<file path="config.mk">
export PLATFORM = sky130hd
export DESIGN_NAME = unit_output_buf
export DESIGN_NICKNAME = d
export VERILOG_FILES = /design/src/rtl/unit_output_buf.sv
export SDC_FILE = /design/constraint.sdc
export NUM_CORES = 1
export LEC_CHECK = 0
export ABC_AREA = 0
export CAP_MARGIN = 40
export CORE_MARGIN = 2
export CORE_UTILIZATION = 40
export DETAILED_ROUTE_END_ITERATION = 12
export HOLD_SLACK_MARGIN = 0.02
export PLACE_DENSITY = 0.62
export SYNTH_ARGS = -nofsm -noshare
export SYNTH_HDL_FRONTEND = slang
export SYNTH_SLANG_ARGS = --single-unit
</file>
<file path="constraint.sdc">
create_clock -name CLK -period 5.72 [get_ports CLK]
set_clock_uncertainty 0.05 [all_clocks]
set_input_delay 1.144 -clock CLK [delete_from_list [all_inputs] [get_ports CLK]]
set_output_delay 1.144 -clock CLK [all_outputs]
set_load 0.02 [all_outputs]
</file>
<file path="src/rtl/unit_output_buf.sv">
// Record output buffer: the CPU fills up to 2^(UOB_ADDR_MSB+1) 32-bit words, then the
// consumer streams them out as 16-bit half-words, low half first.
module unit_output_buf #(
  parameter int unsigned UOB_ADDR_MSB = 3,
  parameter int unsigned OUT_WIDTH    = 16
) (
  input  logic                  CLK,
  input  logic                  RST_N,
  input  logic                  wr_en,
  input  logic [UOB_ADDR_MSB:0] wr_addr,
  input  logic [31:0]           din,
  input  logic                  set_input_complete,
  output logic                  ready,
  output logic                  full,
  output logic [OUT_WIDTH-1:0]  dout,
  output logic                  out_valid,
  output logic                  out_last,
  input  logic                  rd_en
);

  localparam int unsigned ADDR_W = UOB_ADDR_MSB + 1;
  localparam int unsigned CNT_W  = UOB_ADDR_MSB + 2;
  localparam int unsigned DEPTH  = 1 << ADDR_W;

  localparam logic [1:0] ST_IDLE = 2'd0;
  localparam logic [1:0] ST_FILL = 2'd1;
  localparam logic [1:0] ST_OUT  = 2'd2;

  logic [1:0]       state_q, state_d;
  logic [CNT_W-1:0] word_cnt_q, word_cnt_d;
  logic [CNT_W-1:0] ptr_q, ptr_d;
  logic [CNT_W-1:0] wr_cnt;
  logic [CNT_W-1:0] last_ptr_d;
  logic             full_d, ready_d, out_valid_d, out_last_d;
  logic             wr_top;
  logic             mem_we;
  logic [31:0]      mem [DEPTH];
  logic [31:0]      rd_word;

  assign wr_cnt = CNT_W'(wr_addr) + CNT_W'(1);
  assign wr_top = (wr_addr == ADDR_W'(DEPTH - 1));

  // Next-state and registered-output decode
  always_comb begin
    state_d    = state_q;
    word_cnt_d = word_cnt_q;
    ptr_d      = ptr_q;
    full_d     = full;
    mem_we     = 1'b0;
    case (state_q)
      ST_IDLE: begin
        full_d = 1'b0;
        ptr_d  = '0;
        if (wr_en) begin
          mem_we     = 1'b1;
          word_cnt_d = wr_cnt;
          full_d     = wr_top;
          if (set_input_complete) begin
            state_d = ST_OUT;
            full_d  = 1'b1;
          end else begin
            state_d = ST_FILL;
          end
        end
      end
      ST_FILL: begin
        if (wr_en) begin
          mem_we = 1'b1;
          if (wr_cnt > word_cnt_q) word_cnt_d = wr_cnt;
          if (wr_top) full_d = 1'b1;
        end
        if (set_input_complete) begin
          state_d = ST_OUT;
          full_d  = 1'b1;
        end
      end
      ST_OUT: begin
        full_d = 1'b1;
        if (rd_en) begin
          if (out_last) begin
            state_d    = ST_IDLE;
            word_cnt_d = '0;
            ptr_d      = '0;
            full_d     = 1'b0;
          end else begin
            ptr_d = ptr_q + CNT_W'(1);
          end
        end
      end
      default: begin
        state_d    = ST_IDLE;
        word_cnt_d = '0;
        ptr_d      = '0;
        full_d     = 1'b0;
      end
    endcase
    ready_d     = (state_d == ST_IDLE);
    out_valid_d = (state_d == ST_OUT);
    // Upper half of word word_cnt-1; the doubling drops the count MSB so 2*depth-1 falls out
    last_ptr_d  = {word_cnt_d[ADDR_W-1:0], 1'b0} - CNT_W'(1);
    out_last_d  = out_valid_d && (ptr_d == last_ptr_d);
  end

  always_ff @(posedge CLK or negedge RST_N) begin
    if (!RST_N) begin
      state_q    <= ST_IDLE;
      word_cnt_q <= '0;
      ptr_q      <= '0;
      ready      <= 1'b1;
      full       <= 1'b0;
      out_valid  <= 1'b0;
      out_last   <= 1'b0;
    end else begin
      state_q    <= state_d;
      word_cnt_q <= word_cnt_d;
      ptr_q      <= ptr_d;
      ready      <= ready_d;
      full       <= full_d;
      out_valid  <= out_valid_d;
      out_last   <= out_last_d;
    end
  end

  // Storage is never cleared; a new record overwrites what it needs
  always_ff @(posedge CLK) begin
    if (mem_we) mem[wr_addr] <= din;
  end

  assign rd_word = mem[ptr_q[CNT_W-1:1]];
  assign dout    = ptr_q[0] ? OUT_WIDTH'(rd_word[31:16]) : OUT_WIDTH'(rd_word[15:0]);

endmodule
</file>
# ---- Word-level counts from Yosys, hierarchy flattened
# Memories as Yosys holds them, arrays and structs flattened.
# Cells that the tools add are included.
dict set report op_classes {
  addsub 3
  order_cmp 1
  n_eq_ne 12
  muxes 28
  reduce_logical 6
}
# operator n
set ops {}
lappend ops {{2-to-1 mux 5 bit} 7}
lappend ops {{2-to-1 mux 16 bit} 1}
lappend ops {{case mux 5 bit (3 select lines)} 1}
lappend ops {{2-to-1 mux 1 bit} 11}
lappend ops {{2-to-1 mux 2 bit} 5}
lappend ops {{!= test 2 bit, second input constant} 5}
lappend ops {{case mux 5 bit (2 select lines)} 1}
lappend ops {{!= test 3 bit, second input constant} 2}
lappend ops {{case mux 2 bit (3 select lines)} 1}
lappend ops {{adder 4 x 1 -> 5 bit, second input constant} 1}
lappend ops {{adder 5 x 1 -> 5 bit, second input constant} 1}
lappend ops {{== test 5 bit} 1}
lappend ops {{greater-than comparator 5 bit} 1}
lappend ops {{AND reduction 5 bit} 1}
lappend ops {{subtractor 5 x 1 -> 5 bit, second input constant} 1}
lappend ops {{== test 2 bit, second input constant} 2}
lappend ops {{== test 4 bit, second input constant} 1}
lappend ops {{zero test 2 bit} 2}
lappend ops {{case mux 1 bit (3 select lines)} 1}
lappend ops {{== test 2 x 1 -> 1 bit, second input constant} 1}
lappend ops {{AND reduction 2 bit} 1}
lappend ops {{OR reduction 2 bit} 1}
lappend ops {{logical AND 1 bit} 1}
dict set report word_totals {
  register_bits 16
  mem_bits_rw 512
  inputBits 41
  out_inout_bits 20
  elab_cells 59
  mem_count 1
}
# name words word_bits rd rd_ports_with_merged_regs wr line
set mem_list {}
lappend mem_list {mem 16 32 1 0 1 37} ;# logic [31:0] mem [DEPTH];

# ---- Longest topological paths before layout
dict set report logic_depth {
  depth_word 8
  ltp_mapped 15
  ltp_nobuf 15
}

# ---- Least setup slack after synthesis
# Ideal clock, no wire load.
dict set report synth_timing {
  kind {in2reg}
  startpoint {input wr_addr[0]}
  endpoint {register out_last}
  setup_ns 0.094
  t_arrival_ns 3.440
  required_ns 5.576
  setup_slack_ns 2.136
  cell_stages 13
  n_path_buf 0
  cell_sequence {inv_1 -> ha_1 -> ha_1 -> nor2b_1 -> o31ai_2 -> a21oi_1 -> a31oi_2 -> nor3_1 -> a31oi_1 -> ha_1 -> xor2_1 -> nand3_1 -> a211oi_1}
}
dict set report synth_between {
  elab_chain_len 8
  elab_cells_between_ends 9
  classes_between {add/sub (2); order compare (1); eq/ne (1); mux (4); reduce/logical (1)}
}
# element line
set synth_lines {}
lappend synth_lines {{start: declaration} 10} ;# input logic [UOB_ADDR_MSB:0] wr_addr,
lappend synth_lines {{adder 4 x 1 -> 5 bit (*)} 40} ;# assign wr_cnt = CNT_W'(wr_addr) + CNT_W'(1);
lappend synth_lines {{greater-than comparator 5 bit} 69} ;# if (wr_cnt > word_cnt_q) word_cnt_d = wr_cnt;
lappend synth_lines {{2-to-1 mux 5 bit} 69}
lappend synth_lines {{2-to-1 mux 5 bit} 67} ;# if (wr_en) begin
lappend synth_lines {{case mux 5 bit (3 select lines) (*)} 50} ;# case (state_q)
lappend synth_lines {{subtractor 5 x 1 -> 5 bit (*)} 100} ;# last_ptr_d = {word_cnt_d[ADDR_W-1:0], 1'b0} - CNT_W'(1);
lappend synth_lines {{== test 5 bit (*)} 101} ;# out_last_d = out_valid_d && (ptr_d == last_ptr_d);
lappend synth_lines {{logical AND 1 bit (*)} 101}
lappend synth_lines {{via out_last_d} 34} ;# logic full_d, ready_d, out_valid_d, out_last_d;
lappend synth_lines {{end signal: assignment} 120} ;# out_last <= out_last_d;
lappend synth_lines {{end: declaration} 17} ;# output logic out_last,
# Mark *: on every way through the listed nets, which the timed path passes. The rest lies on a longest branch. The select of a mux whose other input is x is not followed.
# A chain may end at the register's enable or synchronous reset.

# ---- Worst setup path in the final report
dict set report layout_timing {
  startpoint {register ptr_q[1]}
  endpoint {output dout[5]}
}
dict set report layout_between {
  elab_chain_len 2
}
# element line
set layout_lines {}
lappend layout_lines {{start: declaration} 31} ;# logic [CNT_W-1:0] ptr_q, ptr_d;
lappend layout_lines {{start signal: assignment} 116} ;# ptr_q <= ptr_d;
lappend layout_lines {{memory (16 x 32 bit)} n/a}
lappend layout_lines {{2-to-1 mux 16 bit} 130} ;# assign dout = ptr_q[0] ? OUT_WIDTH'(rd_word[31:16]) : OUT_WIDTH'(rd_word[15:0]);
lappend layout_lines {{end: declaration} 15} ;# output logic [OUT_WIDTH-1:0] dout,
# Every way passes these cells.

==> run summary <==
- **outcome** finished, final reports clean
- **layout overhead on the synthesized area** 16.1%
- **share of synthesized flip-flops with an asynchronous set or reset** 3.03%
- **post-synthesis sequential area ratio** 76.1%
- **initial antenna violation count** 2
- **hold buffers post-CTS** 0
- **pin count of the biggest net entering global routing** 55
- **startpoint of the worst hold path** word_cnt_q[4]$_DFFE_PN0P_
- **actual slew at the worst max-slew pin** 0.910 ns
- **Post-Place Setup Slack** 1.14 ns
- **total power per unit cell area** 346 nW/um^2
- **worst path required time** 4.53 ns
- **cell area after technology mapping** 20700 sq um
- **CTS H-tree lvls** 2
- **worst path setup slack after routing** 0.777 ns
- **count of routing violations after the opening detailed-route iteration** 796
- **core box area** 51300 sq um
- **Critical Path Sink Type** output pin
- **CTS Root Cell** sky130_fd_sc_hd__clkbuf_16
- **Die Span Y** 232 um
- **number of synthesized flops with an enable pin** 512
- **post-DR wirelength/cell** 27.1 um
- **Post-CTS Setup Bufs** 0
- **most used flip-flop cell after synthesis** sky130_fd_sc_hd__edfxtp_1
- **Synthesized Nets** 945
- **post-synthesis instance total** 889
- **max-slew violations** 0
- **timing-limited maximum frequency** 0.202 GHz
- **synthesized area per cell** 23.3 sq um
- **Setup crit start** ptr_q[1]$_DFF_PN0_
- **later-pin clock latency in the skew report** 0.58 ns
- **clock-pin slew on the worst setup and hold paths** 0.06 ns
- **final number of hold-violating endpoints** 0
- **top fanout value on the critical path** 51
- **final-report setup violation count** 0
- **detailed-route via count** 9570
- **clock tree sinks** 528
- **Unique masters post-synth** 47
- **clock buffers created by TritonCTS** 53
- **first drt pass iteration count** 5
- **share of final-layout standard cells stronger than drive strength 1** 29.9%
- **number of remaining DRC errors** 0
- **minimum period implied by the final worst setup slack** 4.94 ns
- **maximum VDD drop** 0.233 mV
- **remaining antenna violation count** 0
- **starting density of the core** 40.4%
- **I/O pin count** 61
- **number of warnings issued by yosys** 0
- **global route overflow** 0
- **count of state elements after synthesis** 528
- **placed wire-length estimate** 27000 um
- **most common cell after layout, fill and taps aside** sky130_fd_sc_hd__edfxtp_1
- **worst hold path type** flop to flop
- **placement row count** 83
- **Max clock buf depth** 3
- **Port Buffer Count** 60
- **RR Startpoint** state_q[1]$_DFF_PN0_
- **static power due to leakage** 7.37 nW
- **post-CTS sizing** 0
- **Crit path arrival time** 3.75 ns
- **first-pass GRT wire length** 68200 um
- **type of the worst setup path** flop to output pin
- **maxcap violations** 0
- **Startpoint Class** flop
- **die width** 232 um
- **TNS Setup** 0 ns
- **clock tree from TritonCTS** done
- **unrepaired setup endpoints after global routing** no
- **slew margin rel.** 39.3%
- **most used cells in the layout excluding fill and tap cells** sky130_fd_sc_hd__edfxtp_1, sky130_fd_sc_hd__mux4_2, sky130_fd_sc_hd__clkdlybuf4s50_1, sky130_fd_sc_hd__clkbuf_16, sky130_fd_sc_hd__buf_4
- **mean number of vias per cell** 5.54
- **Period Utilization, post-route** 86.4%
- **area enclosed by the die boundary** 53700 sq um
- **final weighted congestion of routability-driven global placement** 0.771
- **total global routing track utilization** 17.8%
- **number of nets at the end of the flow** 1055
- **routed wire length** 46800 um
- **number of global-route vias before repair** 9843
metrics by stage:
step,utilization [%],cell area [sq um],hold WS (ns),instances,power (mW)
floorplan,-,20700,0.393,889,4.87
CTS,46.9,24100,0.458,1723,8.38
global placement,43.5,22300,0.417,1617,5.14
global route,46.9,24100,0.461,1723,8.60
finish,46.9,24100,0.447,1728,8.32
detailed placement,43.8,22500,0.439,1624,5.15
metal layers:
layer  track usage [%]  routed length (um)  part of all wire, %
met2              29.2               23300                   50
met3              2.66                2310                  4.9
met1              25.1               20200                   43
met5                 0                   0                    0
met4              4.89                1000                  2.1
layout make-up:
class | count | area (sq um)
clock inverter | 35 | 228
multi-input combinational | 300 | 4680
antenna | 5 | 12.5
sequential | 528 | 15800
fill | 4244 | 27200
inverter | 18 | 67.6
timing repair buffer | 98 | 1060
clock buffer | 64 | 1390
tap | 680 | 851
logic make-up after synthesis:
logic type	share of synthesized area, %
AOI/OAI and AO/OA	1.18
xor gates and xnor gates	0.362
and+or+nand+nor	1.61
DFF	76.1
muxes	18.4
buffers and inverters	1.44
adders and majority gates	0.905
worst paths after layout:
kind                            slack (ns)  depth (start not counted)                        end
worst max register to register        2.49                          6       mem[9][18]$_DFFE_PP_
min in group asynchronous             0.96                          1        out_valid$_DFF_PN0_
worst min-delay path                  0.45                          2  word_cnt_q[4]$_DFFE_PN0P_
worst max-delay path                  0.78                          5                    dout[5]
max in group asynchronous             4.12                          1         ptr_q[2]$_DFF_PN0_
worst min register to register        0.45                          2  word_cnt_q[4]$_DFFE_PN0P_
Yosys cell counts (6+ instances only):
library cell / number / area share [%]
sky130_fd_sc_hd__nor2b_1: 6 / 0.18
sky130_fd_sc_hd__edfxtp_1: 512 / 74
sky130_fd_sc_hd__nand2_1: 13 / 0.24
sky130_fd_sc_hd__a21oi_1: 7 / 0.17
sky130_fd_sc_hd__inv_1: 17 / 0.31
sky130_fd_sc_hd__buf_6: 6 / 0.33
sky130_fd_sc_hd__dfrtp_1: 15 / 1.8
sky130_fd_sc_hd__clkbuf_1: 25 / 0.45
sky130_fd_sc_hd__ha_1: 15 / 0.91
sky130_fd_sc_hd__mux2_2: 17 / 0.92
sky130_fd_sc_hd__buf_2: 8 / 0.19
sky130_fd_sc_hd__mux4_2: 160 / 17
sky130_fd_sc_hd__nor2_1: 8 / 0.14
sky130_fd_sc_hd__and2_1: 13 / 0.39
sky130_fd_sc_hd__o21ai_0: 8 / 0.19
registers in the layout, indices dropped and copies added, names as in the netlist:
signal      count
out_valid       1
mem           512
full            1
ready           1
state_q         2
out_last        1
word_cnt_q      5
ptr_q           5
worst max-delay path: stages (launching register included):
cell and delay (ns):
sky130_fd_sc_hd__dfrtp_4 0.70, sky130_fd_sc_hd__buf_12 0.43, sky130_fd_sc_hd__mux4_2 0.56, sky130_fd_sc_hd__mux4_2 0.55, sky130_fd_sc_hd__mux2_2 0.33, sky130_fd_sc_hd__clkdlybuf4s50_1 0.56
power breakdown:
part	switching [mW]	internal, mW
registers	0.0372	4.36
logic	0.389	0.282
clock network	1.44	1.82
Power figures use the tool's default switching activity.
